**src/rtl/fp_pkg.sv**
```systemverilog
// Shared single-precision types and constants for the FP normalizer.
// Holds the FSM state enum and the packed IEEE-754 field layout.
package fp_pkg;

  localparam int FP_EXP_W  = 8;
  localparam int FP_MANT_W = 24;
  localparam int FP_FRAC_W = FP_MANT_W - 1;

  localparam logic [FP_EXP_W-1:0] FP_EXP_MAX = 8'hFF;

  typedef enum logic [1:0] {
    IDLE,
    SHIFT,
    ROUND,
    DONE
  } state_t;

  typedef struct packed {
    logic                 sign;
    logic [FP_EXP_W-1:0]  exp;
    logic [FP_FRAC_W-1:0] frac;
  } fp32_t;

  function automatic logic [31:0] fp_pack(
    input logic                 s,
    input logic [FP_EXP_W-1:0]  e,
    input logic [FP_FRAC_W-1:0] f
  );
    fp32_t r;
    r.sign = s;
    r.exp  = e;
    r.frac = f;
    return r;
  endfunction

endpackage

```
**src/rtl/fp_round_unit.sv**
```systemverilog
// Round-to-nearest-even on a normalized 24-bit mantissa.
// Purely combinational; flags exponent saturation after a carry-out.
module fp_round_unit
  import fp_pkg::*;
(
  input  logic [FP_MANT_W-1:0] mant,
  input  logic                 guard,
  input  logic                 sticky,
  input  logic [FP_EXP_W:0]    exp,
  output logic [FP_MANT_W-1:0] rnd_mant,
  output logic [FP_EXP_W:0]    rnd_exp,
  output logic                 rnd_ovf
);

  logic             up;
  logic [FP_MANT_W:0] sum;

  assign up  = guard & (sticky | mant[0]);
  assign sum = {1'b0, mant} + {{FP_MANT_W{1'b0}}, up};

  always_comb begin
    rnd_mant = sum[FP_MANT_W-1:0];
    rnd_exp  = exp;
    if (sum[FP_MANT_W]) begin
      rnd_mant = 24'h800000;
      rnd_exp  = exp + 9'd1;
    end
  end

  assign rnd_ovf = rnd_exp >= {1'b0, FP_EXP_MAX};

endmodule

```
**src/rtl/fp_normalizer.sv**
```systemverilog
// Post-ALU normalize/round stage; iterative 1-bit shifts, valid/ready both sides.
// FP_ROUND_NEAREST_EN enables round-to-nearest-even, otherwise truncates.
module fp_normalizer
  import fp_pkg::*;
(
  input  logic                 clk,
  input  logic                 rst_n,
  input  logic                 in_valid,
  output logic                 in_ready,
  input  logic                 in_sign,
  input  logic [FP_EXP_W-1:0]  in_exp,
  input  logic                 in_carry,
  input  logic [FP_MANT_W-1:0] in_mant,
  input  logic                 in_guard,
  input  logic                 in_sticky,
  output logic                 out_valid,
  input  logic                 out_ready,
  output logic [31:0]          out_result,
  output logic                 out_overflow,
  output logic                 out_underflow
);

  state_t               state;
  logic                 sign;
  logic [FP_EXP_W:0]    exp;
  logic [FP_MANT_W-1:0] mant;
  logic                 guard;
  logic                 exp_max;
  logic                 exp_low;

  assign in_ready = (state == IDLE);
  assign exp_max  = exp >= {1'b0, FP_EXP_MAX};
  assign exp_low  = exp <= 9'd1;

`ifdef FP_ROUND_NEAREST_EN
  logic                 sticky;
  logic [FP_MANT_W-1:0] rnd_mant;
  logic [FP_EXP_W:0]    rnd_exp;
  logic                 rnd_ovf;

  fp_round_unit u_round (
    .mant     (mant),
    .guard    (guard),
    .sticky   (sticky),
    .exp      (exp),
    .rnd_mant (rnd_mant),
    .rnd_exp  (rnd_exp),
    .rnd_ovf  (rnd_ovf)
  );
`else
  logic unused_sticky;
  assign unused_sticky = in_sticky;
`endif

  always_ff @(posedge clk or negedge rst_n) begin
    if (!rst_n) begin
      state         <= IDLE;
      sign          <= 1'b0;
      exp           <= '0;
      mant          <= '0;
      guard         <= 1'b0;
`ifdef FP_ROUND_NEAREST_EN
      sticky        <= 1'b0;
`endif
      out_valid     <= 1'b0;
      out_result    <= '0;
      out_overflow  <= 1'b0;
      out_underflow <= 1'b0;
    end else begin
      unique case (state)
        IDLE: begin
          if (in_valid) begin
            sign  <= in_sign;
            state <= SHIFT;
            if (in_carry) begin
              mant  <= {1'b1, in_mant[FP_MANT_W-1:1]};
              guard <= in_mant[0];
              exp   <= {1'b0, in_exp} + 9'd1;
`ifdef FP_ROUND_NEAREST_EN
              sticky <= in_guard | in_sticky;
`endif
            end else begin
              mant  <= in_mant;
              guard <= in_guard;
              exp   <= {1'b0, in_exp};
`ifdef FP_ROUND_NEAREST_EN
              sticky <= in_sticky;
`endif
            end
          end
        end
        SHIFT: begin
          if (exp_max) begin
            out_result    <= fp_pack(sign, FP_EXP_MAX, '0);
            out_overflow  <= 1'b1;
            out_underflow <= 1'b0;
            out_valid     <= 1'b1;
            state         <= DONE;
          end else if (mant == '0) begin
            out_result    <= fp_pack(sign, '0, '0);
            out_overflow  <= 1'b0;
            out_underflow <= 1'b0;
            out_valid     <= 1'b1;
            state         <= DONE;
          end else if (mant[FP_MANT_W-1]) begin
`ifdef FP_ROUND_NEAREST_EN
            state         <= ROUND;
`else
            out_result    <= fp_pack(sign, exp[FP_EXP_W-1:0],
                                     mant[FP_FRAC_W-1:0]);
            out_overflow  <= 1'b0;
            out_underflow <= 1'b0;
            out_valid     <= 1'b1;
            state         <= DONE;
`endif
          end else if (exp_low) begin
            // no denormals: anything that would need one flushes to zero
            out_result    <= fp_pack(sign, '0, '0);
            out_overflow  <= 1'b0;
            out_underflow <= 1'b1;
            out_valid     <= 1'b1;
            state         <= DONE;
          end else begin
            mant  <= {mant[FP_MANT_W-2:0], guard};
            guard <= 1'b0;
            exp   <= exp - 9'd1;
          end
        end
`ifdef FP_ROUND_NEAREST_EN
        ROUND: begin
          if (rnd_ovf) begin
            out_result    <= fp_pack(sign, FP_EXP_MAX, '0);
            out_overflow  <= 1'b1;
          end else begin
            out_result    <= fp_pack(sign, rnd_exp[FP_EXP_W-1:0],
                                     rnd_mant[FP_FRAC_W-1:0]);
            out_overflow  <= 1'b0;
          end
          out_underflow <= 1'b0;
          out_valid     <= 1'b1;
          state         <= DONE;
        end
`endif
        DONE: begin
          if (out_ready) begin
            out_valid <= 1'b0;
            state     <= IDLE;
          end
        end
        default: state <= IDLE;
      endcase
    end
  end

endmodule

```
**config.mk**
```make
export PLATFORM = sky130hd
export DESIGN_NAME = fp_normalizer
export DESIGN_NICKNAME = d
export VERILOG_FILES = /design/src/rtl/fp_pkg.sv /design/src/rtl/fp_round_unit.sv /design/src/rtl/fp_normalizer.sv
export SDC_FILE = /design/constraint.sdc
export NUM_CORES = 1
export LEC_CHECK = 0
export ABC_AREA = 1
export CORE_UTILIZATION = 25
export CTS_CLUSTER_SIZE = 24
export DETAILED_ROUTE_END_ITERATION = 16
export SLEW_MARGIN = 5
export SYNTH_ARGS = -nofsm -noshare
export SYNTH_HDL_FRONTEND = slang
export SYNTH_SLANG_ARGS = --single-unit
```
**constraint.sdc**
```tcl
create_clock -name clk -period 3.6 [get_ports clk]
set_clock_uncertainty 0.2 [all_clocks]
set_input_delay 0.36 -clock clk [delete_from_list [all_inputs] [get_ports clk]]
set_output_delay 0.36 -clock clk [all_outputs]
set_load 0.01 [all_outputs]
```
## After elaboration in Yosys (flattened, before gate mapping)

Index checks and enable logic that the tools add are counted.
Widths: inputs -> output; s select.

| storage, ports and cells | value |
|---|---|
| word-level logic and storage cells | 79 |
| output and inout bits | 36 |
| input bits | 40 |
| bits in registers | 72 |

| cells by class | value |
|---|---|
| order comparisons | 2 |
| equality and inequality tests | 9 |
| reduce and logical (&&, ||, !) cells | 11 |
| add/sub/neg operators | 2 |
| multiplexer cells | 45 |

Operator list:

| kind | count |
|---|---|
| $mux 24 | 6 |
| $mux 32 | 4 |
| $mux 9 | 6 |
| $pmux 24 s2 | 1 |
| $logic_not 24->1 | 1 |
| $mux 1 | 18 |
| $pmux 9 s2 | 1 |
| $mux 2 | 6 |
| $ne 2x2->1 const B | 6 |
| $add 8x1->9 const B | 1 |
| $ge 9x8->1 const B | 1 |
| $le 9x1->1 const B | 1 |
| $sub 9x1->9 const B | 1 |
| $pmux 2 s3 | 1 |
| $reduce_and 3->1 | 2 |
| $reduce_and 6->1 | 1 |
| $ne 5x5->1 const B | 1 |
| $pmux 1 s2 | 2 |
| $reduce_and 2->1 | 2 |
| $reduce_and 4->1 | 1 |
| $reduce_bool 2->1 | 2 |
| $reduce_bool 4->1 | 1 |
| $eq 2x1->1 const B | 1 |
| $eq 2x2->1 const B | 1 |
| $logic_not 2->1 | 1 |

## Depth between registers and ports, before layout

Gate-level depths: netlist (run 1).

| depth | value |
|---|---|
| word-level depth | 6 |
| depth in mapped cells | 12 |
| mapped depth without buffers | 10 |

## Worst setup path after synthesis (run 1)

No wires, ideal clock.

| timing | value |
|---|---|
| path type | flip-flop to flip-flop |
| start point | register exp[0] |
| end point | register exp[4] |
| setup slack | 1.754 ns |
| arrival | 1.580 ns |
| period minus slack after synthesis | 1.846 ns |
| required time | 3.334 ns |
| library setup time | 0.066 ns |
| stages on the path, launching flop included | 13 |
| path buffers | 2 |
| path through | dfrtp_1 -> ha_1 -> inv_1 -> nand2_1 -> nand3_2 -> nand2_4 -> nor2_4 -> nand3_4 -> nand2_2 -> buf_6 -> buf_6 -> nand3_1 -> nand2_1 |

| on the way | value |
|---|---|
| word-level cells in the longest chain between the ends | 6 |
| elaborated cells between the ends (all ways) | 11 |
| those cells by class | add/sub (1); order compare (2); eq/ne (2); mux (5); reduce/logical (1) |

RTL lines:

| what | line | RTL |
|---|---|---|
| from (decl) | fp_normalizer.sv:25 | `logic [FP_EXP_W:0] exp;` |
| from (signal assigned) | fp_normalizer.sv:78 | `exp <= {1'b0, in_exp} + 9'd1;` |
| from (signal assigned) | fp_normalizer.sv:85 | `exp <= {1'b0, in_exp};` |
| from (signal assigned) | fp_normalizer.sv:126 | `exp <= exp - 9'd1;` |
| $sub 9x1->9 | fp_normalizer.sv:126 |  |
| $mux 9 | fp_normalizer.sv:116 | `end else if (exp_low) begin` |
| $mux 9 | fp_normalizer.sv:105 | `end else if (mant[FP_MANT_W-1]) begin` |
| $mux 9 | fp_normalizer.sv:99 | `end else if (mant == '0) begin` |
| $mux 9 | fp_normalizer.sv:93 | `if (exp_max) begin` |
| $pmux 9 s2 | fp_normalizer.sv:70 | `unique case (state)` |

Parallel ways exist; a longest one is shown, timed or not. The select of a mux whose other input is x is not followed.
A chain may end at the register's enable or synchronous reset.

## Final worst setup path (run 1)

| timing | value |
|---|---|
| start point | register exp[1] |
| end point | register mant[5] |

| on the way | value |
|---|---|
| word-level cells in the longest chain between the ends | 3 |
| elaborated cells between the ends (all ways) | 5 |
| those cells by class | order compare (2); eq/ne (2); reduce/logical (1) |

RTL lines:

| what | line | RTL |
|---|---|---|
| $le 9x1->1 / $ge 9x8->1 (equally long branches) | fp_normalizer.sv:33, fp_normalizer.sv:32 |  |
| $ne 2x2->1 (no line) | -- |  |
| $reduce_and 6->1 (no line) (*) | -- |  |
| to (signal assigned) | fp_normalizer.sv:76 | `mant <= {1'b1, in_mant[FP_MANT_W-1:1]};` |
| to (signal assigned) | fp_normalizer.sv:83 | `mant <= in_mant;` |
| to (signal assigned) | fp_normalizer.sv:124 | `mant <= {mant[FP_MANT_W-2:0], guard};` |
| to (decl) | fp_normalizer.sv:26 | `logic [FP_MANT_W-1:0] mant;` |

Every way passes the cells marked *; elsewhere a longest branch is shown, timed or not.

==> results_dict.tcl, run 1 <==
set metrics [dict create \
    crit_chain "inv_2 > ha_1 > a21oi_1 > nor2_1 > nand2_2 > buf_4 > nand4_2 > buf_4 > nand3_1 > nand2_1" \
    initial_core_util_pct 26.0 \
    num_rows 47 \
    critPathMostFrequentCell "buf_4" \
    rsz0062_at_grt "no" \
    die_x_um 134 \
    drive_above_1_share_pct 12.8 \
    synth_seq_cells 72 \
    area_delta_synth_final_pct 26.7 \
    cts_resized 0 \
    slowest_delay_ps 470 \
    crit_fanout 25 \
    nets 670 \
    min_path_type "input port to asynchronous set/reset pin" \
    power_leakage_nw 2.52 \
    grt_max_degree 73 \
    final-max-slew-violation-count 0 \
    wl_um 12000 \
    die_y_um 134 \
    worst_pin_slew_ps 939 \
    synth_cell_type_count 33 \
    core_um2 16800 \
    drtAntennaViolNets 0 \
    setup-tns-final_ps 0 \
    cts_root_buffer "clkbuf_16" \
    synth_ff_type "dfrtp_1" \
    cts.clk_slew.worst_paths_ps 60 \
    syn-num-nets 612 \
    place.port_buffers 74 \
    postPlaceCellArea_um2 5260 \
    vias 3969 \
    worstSetupPathType "flop to flop" \
    grt_pass1_vias 3829 \
    diodes 0 \
    io_pins 76 \
    cap_violations 0 \
    place_inst 835 \
    synth.avg_cell_area_um2 7.70 \
    antenna_found_initial 0 \
    dp_hpwl_um 8030 \
    worstPathRequired_ps 3620 \
    setup_viol 0 \
    r2r-end "mant[5]" \
    htree_levels 3 \
    cts_setup_buffers 0 \
    synth_edf_count 0 \
    r2r_cells 10 \
    cts_buffer_depth 2 \
    crit_slowest_cell "dfrtp_1" \
    max_freq_mhz 407 \
    synth_warnings 0 \
    setup.worst_path.end_class "flop" \
    worstSkewPairLatency_ps 340 \
    gp_congestion 0.831 \
    violations "negative hold slack" \
    grt_pass1_wl_um 19800 \
    finalInstanceArea_um2 5540 \
    ys_seq_area_share_pct 41.2 \
    synthCells 568 \
    dieArea_um2 18000 \
    cts_sinks 72 \
    first_iter_violations 287 \
    worstPathArrival_ps 2480 \
    status "finished with violations" \
    ir_drop_v 0.000274 \
    cts_hold_buffers 0 \
    cts_tree "yes" \
    fin_crit_ps 2450 \
    r2r-start "exp[1]" \
    ff2ff_setup_slack_ps 1150 \
    first_pass_iters 5 \
    relSlewSlack_pct 37.4 \
    stdcell_count 851 \
    grt.total_usage_pct 13.9 \
    final_hold_viol_count 39 \
    critPathLaunchType "flop" \
    via_per_inst 4.66 \
    gr-total-overflow 0 \
    min_period_over_period_pct 68.2 \
    synth_area_um2 4370 \
    whs_ps -38.8 \
    avgRoutedWirePerCell_um 14.2 \
    synthArstFlopShare_pct 100 \
    drc 0 \
    cts_made_buffers 9 \
    power_density_nw_per_um2 940 \
]
==> where the power goes <==
part	internal, mW	switching [mW]
combinational	1.13	1.66
clock	0.522	0.333
sequential	1.21	0.364
==> Yosys cell counts, types with 4 or more instances <==
cell type    n  share of area, %
nor2_1      36               3.1
a21oi_1     15               1.7
buf_6       10               2.6
inv_2        5              0.43
o21ai_2     24               4.8
nand3_2     12               2.7
inv_1       24               2.1
dfrtp_1     72                41
o211ai_1    23               3.9
buf_2       14               1.6
o21ai_0     11               1.3
nand2_1    156                13
o21ai_1      8              0.92
clkbuf_1    14               1.2
ha_1         4               1.1
nand3_1    115                13
==> registers in the layout (all words and copies together), names as in the netlist <==
register	cells
exp	9
out_result	32
out_overflow	1
mant	24
sign	1
state	2
out_underflow	1
guard	1
out_valid	1
==> cell usage in the layout, fill, tap and decap left out, drive strengths merged <==
| cell type | n |
|---|---|
| o21bai | 1 |
| clkinv | 1 |
| xnor2 | 1 |
| nand3 | 128 |
| buf | 13 |
| nand4 | 3 |
| o21ai | 43 |
| dfrtp | 72 |
| mux2 | 1 |
| nor3 | 2 |
| clkinvlp | 1 |
| xor2 | 2 |
| o211ai | 23 |
| clkbuf | 14 |
| or2 | 2 |
| clkdlybuf4s50 | 73 |
| inv | 29 |
| nor2 | 40 |
| a21oi | 16 |
| nand2 | 159 |
| nand3b | 1 |
| o22ai | 2 |
| ha | 4 |
==> through the flow <==
step / power, mW / setup WS (ps) / hold slack (ps) / utilization (%)
3_3_place_gp: 4.37 / 1140 / 257 / 31.3
5_1_grt: 5.67 / 971 / 55.4 / 33.0
4_1_cts: 5.27 / 1120 / 8.21 / 33.0
6_report: 5.21 / 1150 / -38.8 / 33.0
2_1_floorplan: 3.54 / 1750 / -136 / -
3_5_place_dp: 4.40 / 1130 / 261 / 31.3
==> worst max-delay path: cells and delay by family (launching register included) <==
family | cells | cell delay [ps]
buffers and inverters | 3 | 710
and+or+nand+nor | 5 | 640
DFF | 1 | 470
adders and majority gates | 1 | 180
AOI/OAI and AO/OA | 1 | 130
==> per-layer routing <==
layer | up-vias | track usage, % | part of all wire (%)
met5 | - | 0 | 0
met4 | 0 | 5.99 | 1.8
met3 | 15 | 3.44 | 7.4
met2 | 118 | 22.5 | 45
met1 | 1806 | 17.6 | 45
li1 | 2030 | - | -
==> logic make-up (layout without fill, tap and decap cells) <==
group | count (synthesis) | after routing | synth area share, %
simple gates | 335 | 335 | 35.4
compound gates | 85 | 85 | 13.5
flops | 72 | 72 | 41.2
buf+inv | 68 | 131 | 7.95
fa+ha+maj | 4 | 4 | 1.14
xor+xnor | 3 | 3 | 0.601
mux | 1 | 1 | 0.257
==> layout make-up <==
class,instances,area [µm²]
Tap cell,220,275
Timing Repair Buffer,86,841
Multi-Input combinational cell,428,2230
Inverter,29,109
Clock buffer,14,274
Clock inverter,2,12.5
Fill cell,1838,11300
Sequential cell,72,1800
==> worst max-delay path by stage <==
stage                start      end  slack, ps  cells past startpoint
global route        exp[0]  mant[2]        970                     11
global placement    exp[0]   exp[7]       1140                     11
CTS                 exp[0]   exp[7]       1120                     11
floorplan           exp[0]   exp[4]       1750                     12
detailed placement  exp[0]   exp[7]       1130                     11
finish              exp[1]  mant[5]       1150                     10
Power figures use the tool's default switching activity.
==> inputs of run 2 (changes only) <==
==> constraint.sdc (replaced) <==
create_clock -name clk -period 2.1 [get_ports clk]
set_clock_uncertainty 0.2 [all_clocks]
set_input_delay 0.21 -clock clk [delete_from_list [all_inputs] [get_ports clk]]
set_output_delay 0.21 -clock clk [all_outputs]
set_load 0.01 [all_outputs]
==> run 2 against run 1 <==
Net effect: the run now ends clean; utilization is 1.9 points higher; sequential cell count stayed put; total power is 86% higher; hold slack better by 240 ps; final area is 5.6% higher; global-route usage is 0.20 points higher; cell count is 2.5% higher; count of clock-buffer cells in the layout is 3 lower; critical path depth is 8 lower; largest power group unchanged.
==> results_dict.tcl, run 2 (synthesis results as in run 1) <==
set metrics [dict create \
    intPower_mw 5.52 \
    die_x_um 134 \
    cts_tree "yes" \
    cts_made_buffers 9 \
    io_pins 76 \
    drtAntennaViolNets 0 \
    cts_setup_buffers 0 \
    max_freq_mhz 521 \
    dieArea_um2 18000 \
    status "finished clean" \
    grt_max_degree 38 \
    pwr-share-comb_pct 54.1 \
    cap_violations 0 \
    num_rows 47 \
    drive_above_1_share_pct 15.6 \
    final-max-slew-violation-count 0 \
    top_regs "out_result (32), mant (24), exp (9)" \
    gr-total-overflow 0 \
    final_util_pct 34.8 \
    crit_family "buffers and inverters" \
    cts_root_buffer "clkbuf_16" \
    first_pass_iters 4 \
    antenna_found_initial 1 \
    slowest_delay_ps 570 \
    nets 691 \
    cts_buffer_depth 2 \
    min_path_type "input port to asynchronous set/reset pin" \
    seqPwrFrac_pct 27.7 \
    core_um2 16800 \
    worstSkewPairLatency_ps 330 \
    power_density_nw_per_um2 1650 \
    power_leakage_nw 2.68 \
    vias 4068 \
    htree_levels 3 \
    place_inst 854 \
    place.port_buffers 74 \
    grt_pass1_wl_um 20100 \
    grt.total_usage_pct 14.1 \
    stdcell_count 872 \
    cts.clk_slew.worst_paths_ps 50 \
    first_iter_violations 302 \
    worstPathArrival_ps 1510 \
    power.net_switching_mw 4.15 \
    largest_reg_flops 32 \
    setup-tns-final_ps 0 \
    crit_slowest_cell "clkdlybuf4s50_1" \
    relSlewSlack_pct 64.2 \
    rsz0062_at_grt "no" \
    worstSetupStartpoint "state[1]" \
    p_clk_share_pct 18.2 \
    critical_path_buf_inv_count 1 \
    fin_crit_ps 1920 \
    worstSetupPathType "flop to output pin" \
    r2r-start "exp[0]" \
    die_y_um 134 \
    worst_pin_slew_ps 536 \
    gp_congestion 0.818 \
    setup_viol 0 \
    cts_sinks 72 \
    avgRoutedWirePerCell_um 13.9 \
    swShare_pct 42.9 \
    layout_common_cells "nand2_1, nand3_1, clkdlybuf4s50_1, dfrtp_1, nor2_1" \
    worstPathRequired_ps 1690 \
    area_delta_synth_final_pct 33.9 \
    critPathLaunchType "flop" \
    min_period_over_period_pct 91.5 \
    setup.worst_path.end_class "output pin" \
    layout_commonest_cell "nand2_1" \
    preCtsSetupSlack_ps 55.7 \
    drc 0 \
    crit_chain "nor2_1 > clkdlybuf4s50_1" \
    via_per_inst 4.67 \
    grt_pass1_vias 3886 \
    dp_hpwl_um 8660 \
    initial_core_util_pct 26.0 \
    p_total_mw 9.67 \
    crit_fanout 5 \
    setup_slack_ps 179 \
    ir_drop_v 0.000756 \
    wl_um 12200 \
    top_register "out_result" \
    diodes 0 \
    final_hold_viol_count 0 \
]
-- run 2: final timing paths --
check,depth (start not counted),slack [ps],endpoint
max,2,180,in_ready
min,2,200,out_valid
max reg2reg,10,190,out_result[18]
min reg2reg,2,280,out_result[2]
max in group asynchronous,3,910,out_result[20]
min in group clk,2,280,out_result[2]
-- run 2: per-layer routing --
metal  part of all wire, %  track usage, %  vias to the layer above  wire, µm
met5                  0.11               0                        -        13
met4                   1.6            4.49                        2       196
met3                   6.9            3.85                       17       842
met2                    45            22.2                      110      5480
met1                    46            18.7                     1869      5630
li1                      -               -                     2070         -
-- run 2: stage by stage --
step	hold WS, ps	area (µm²)
detailed placement	26.0	5460
global route	258	5860
CTS	226	5820
finish	197	5860
floorplan	-286	4370
global placement	26.4	5460
-- run 2: what timing repair did --
item                                    CTS  global route
endpoints found under the setup margin    0             8
resized for setup                         0             2
hold buffers                              1             0
endpoints found under the hold margin    35             0
-- run 2: worst reg2reg max path: stages, from the launching register on --
cell and delay [ps]:
dfrtp_1 440, ha_1 220, inv_1 50, nand2_1 50, nand3_2 90, nand2_4 60
buf_4 160, inv_1 90, buf_4 170, nand3_1 130, o21ai_0 170
-- run 2: power groups by stage --
stage | Clock (mW) | Combinational [mW] | Sequential [mW]
after floorplan | 0 | 3.39 | 2.69
after global placement | 0 | 5.11 | 2.67
after detailed placement | 0 | 5.15 | 2.69
after CTS | 1.80 | 5.17 | 2.68
after global routing | 1.86 | 5.86 | 2.78
final | 1.76 | 5.23 | 2.67
-- run 2: cell type report --
class	count	area, µm²
fill	1804	11000
tap	220	275
multi-input combinational	428	2240
clock buffer	11	243
timing repair buffer	107	1080
inverter	29	109
sequential	72	1800
clock inverter	5	104
==> inputs of run 3 (changes only) <==
--- a/config.mk
+++ b/config.mk
@@ -9,6 +9,8 @@
 export CORE_UTILIZATION = 25
 export CTS_CLUSTER_SIZE = 24
 export DETAILED_ROUTE_END_ITERATION = 16
+export PLACE_DENSITY = 0.49
+export SETUP_SLACK_MARGIN = 0.1
 export SLEW_MARGIN = 5
 export SYNTH_ARGS = -nofsm -noshare
 export SYNTH_HDL_FRONTEND = slang
==> run 3 against run 2 <==
Net effect: final area increased by 5.4%; critical path type is now flop to flop; global-route usage increased by 0.64 points; sequential cell count unchanged; clock power decreased by 9%; count of clock-buffer cells in the layout unchanged; hold slack improved by 51 ps; total power increased by 7.9%; critical endpoint is now mant[2]; sequential share of layout area decreased by 1.4 points; register-to-register slack got worse by 60 ps; routed wire length increased by 11%.
==> results_dict.tcl, run 3 (synthesis results as in run 1) <==
set metrics [dict create \
    die_y_um 134 \
    fin_crit_ps 1970 \
    worst_pin_slew_ps 399 \
    wl_um 13500 \
    cts_buffer_depth 2 \
    antenna_found_initial 0 \
    slowest_delay_ps 460 \
    worstPathArrival_ps 2040 \
    setup_slack_ps 133 \
    initial_core_util_pct 26.0 \
    core_um2 16800 \
    first_pass_iters 6 \
    power_leakage_nw 2.81 \
    place_inst 856 \
    critical_path_buf_inv_count 2 \
    first_iter_violations 298 \
    setup_viol 0 \
    cap_violations 0 \
    avgRoutedWirePerCell_um 15.2 \
    die_x_um 134 \
    dieArea_um2 18000 \
    grt_pass1_wl_um 21000 \
    relSlewSlack_pct 73.4 \
    worstPathRequired_ps 2170 \
    layout_commonest_cell "nand2_1" \
    grt.total_usage_pct 14.7 \
    worstSkewPairLatency_ps 340 \
    drive_above_1_share_pct 20.7 \
    stdcell_count 888 \
    gr-total-overflow 0 \
    drc 0 \
    critPathLaunchType "flop" \
    setup-tns-final_ps 0 \
    crit_slowest_cell "dfrtp_2" \
    largest_reg_flops 32 \
    place.port_buffers 74 \
    r2r-end "mant[2]" \
    preCtsSetupSlack_ps 7.52 \
    area_delta_synth_final_pct 41.0 \
    ff2ff_setup_slack_ps 130 \
    drtAntennaViolNets 0 \
    regArea_um2 1810 \
    htree_levels 3 \
    io_pins 76 \
    vias 4208 \
    top_regs "out_result (32), mant (24), exp (9)" \
    num_rows 47 \
    fill_cells 1786 \
    min_path_type "input port to asynchronous set/reset pin" \
    cts_root_buffer "clkbuf_16" \
    max_freq_mhz 509 \
    min_period_over_period_pct 93.6 \
    diodes 0 \
    cts.clk_slew.worst_paths_ps 60 \
    multiInputGateArea_um2 2340 \
    p_total_mw 10.4 \
    final_hold_viol_count 0 \
    nets 708 \
    final-max-slew-violation-count 0 \
    rsz0062_at_grt "yes" \
    ir_drop_v 0.000694 \
    grt_pass1_vias 3997 \
    grt_max_degree 73 \
    cts_made_buffers 9 \
    status "finished clean" \
    cts_sinks 72 \
    top_register "out_result" \
    setup.worst_path.end_class "flop" \
    r2r-start "exp[1]" \
    crit_chain "ha_4 > inv_2 > nand2_2 > nand3_2 > nand2_4 > nor2_4 > nand3_4 > nand2_8 > clkbuf_16 > nand3_1 > nand2_1" \
    power_density_nw_per_um2 1690 \
    layout_common_cells "nand2_1, nand3_1, clkdlybuf4s50_1, dfrtp_1, nor2_1" \
    gp_congestion 0.802 \
    cts_tree "yes" \
    dp_hpwl_um 8720 \
    crit_fanout 10 \
    crit_family "simple AND/OR/NAND/NOR gates" \
    final_util_pct 36.7 \
    via_per_inst 4.74 \
    worstSetupPathType "flop to flop" \
    r2r_cells 11 \
]
## run 3: cell types whose count changed in the layout (fill, tap and decap cells not counted), moves of 2 or more
cell       change
buf_4          +3
buf_6          +5
clkbuf_16      +5
dfrtp_1        -7
dfrtp_2        +7
ha_1           -2
nand2_1        -4
nand2_2        +3
nand3_1        -3
nand3_2        +2
nor2_1         -3
nor2_2         +2
## run 3: report_power, final
part	switching (mW)	total [mW]	internal, mW
logic	3.32	6.09	2.78
registers	0.639	2.72	2.08
clock network	0.583	1.61	1.03
## run 3: stage by stage
stage | area [µm²] | hold slack, ps
floorplan | 4370 | -286
finish | 6170 | 248
detailed placement | 5470 | 77.5
global route | 6170 | 292
global placement | 5470 | 77.5
CTS | 5790 | 256
## run 3: worst max path at each step
| stage | startpoint | endpoint | slack (ps) | depth (start not counted) |
|---|---|---|---|---|
| 3_5_place_dp | in_carry | exp[7] | 8 | 8 |
| 2_1_floorplan | exp[0] | exp[4] | 250 | 12 |
| 5_1_grt | exp[1] | mant[19] | 40 | 11 |
| 4_1_cts | exp[0] | mant[13] | 90 | 11 |
| 6_report | exp[1] | mant[2] | 130 | 11 |
| 3_3_place_gp | in_carry | exp[7] | 40 | 8 |
## run 3: layout make-up
class	count	share of cell area, %
Clock buffer	11	3.77
Clock inverter	4	1.14
Inverter	29	1.76
Multi-Input combinational cell	429	37.9
Sequential cell	72	29.3
Tap cell	220	4.46
Timing Repair Buffer	123	21.7
## run 3: metal layers
layer	up-vias	wire length (µm)	global-route usage, %
met5	-	0	0
met3	9	612	2.27
met2	117	6000	21.4
met1	1969	6690	21.6
li1	2113	-	-
met4	0	157	6.05
## run 3: worst min-delay path, stage by stage
cell           delay (ps)
dlygate4sd3_1         520
buf_2                 120
buf_12                340
## run 3: what timing repair did
action	CTS	global route
hold buffers	1	0
endpoints found under the hold margin	72	0
pin swaps	0	3
resized for setup	1	38
buffers inserted	0	7
cloned	0	9
setup endpoints to repair	1	70
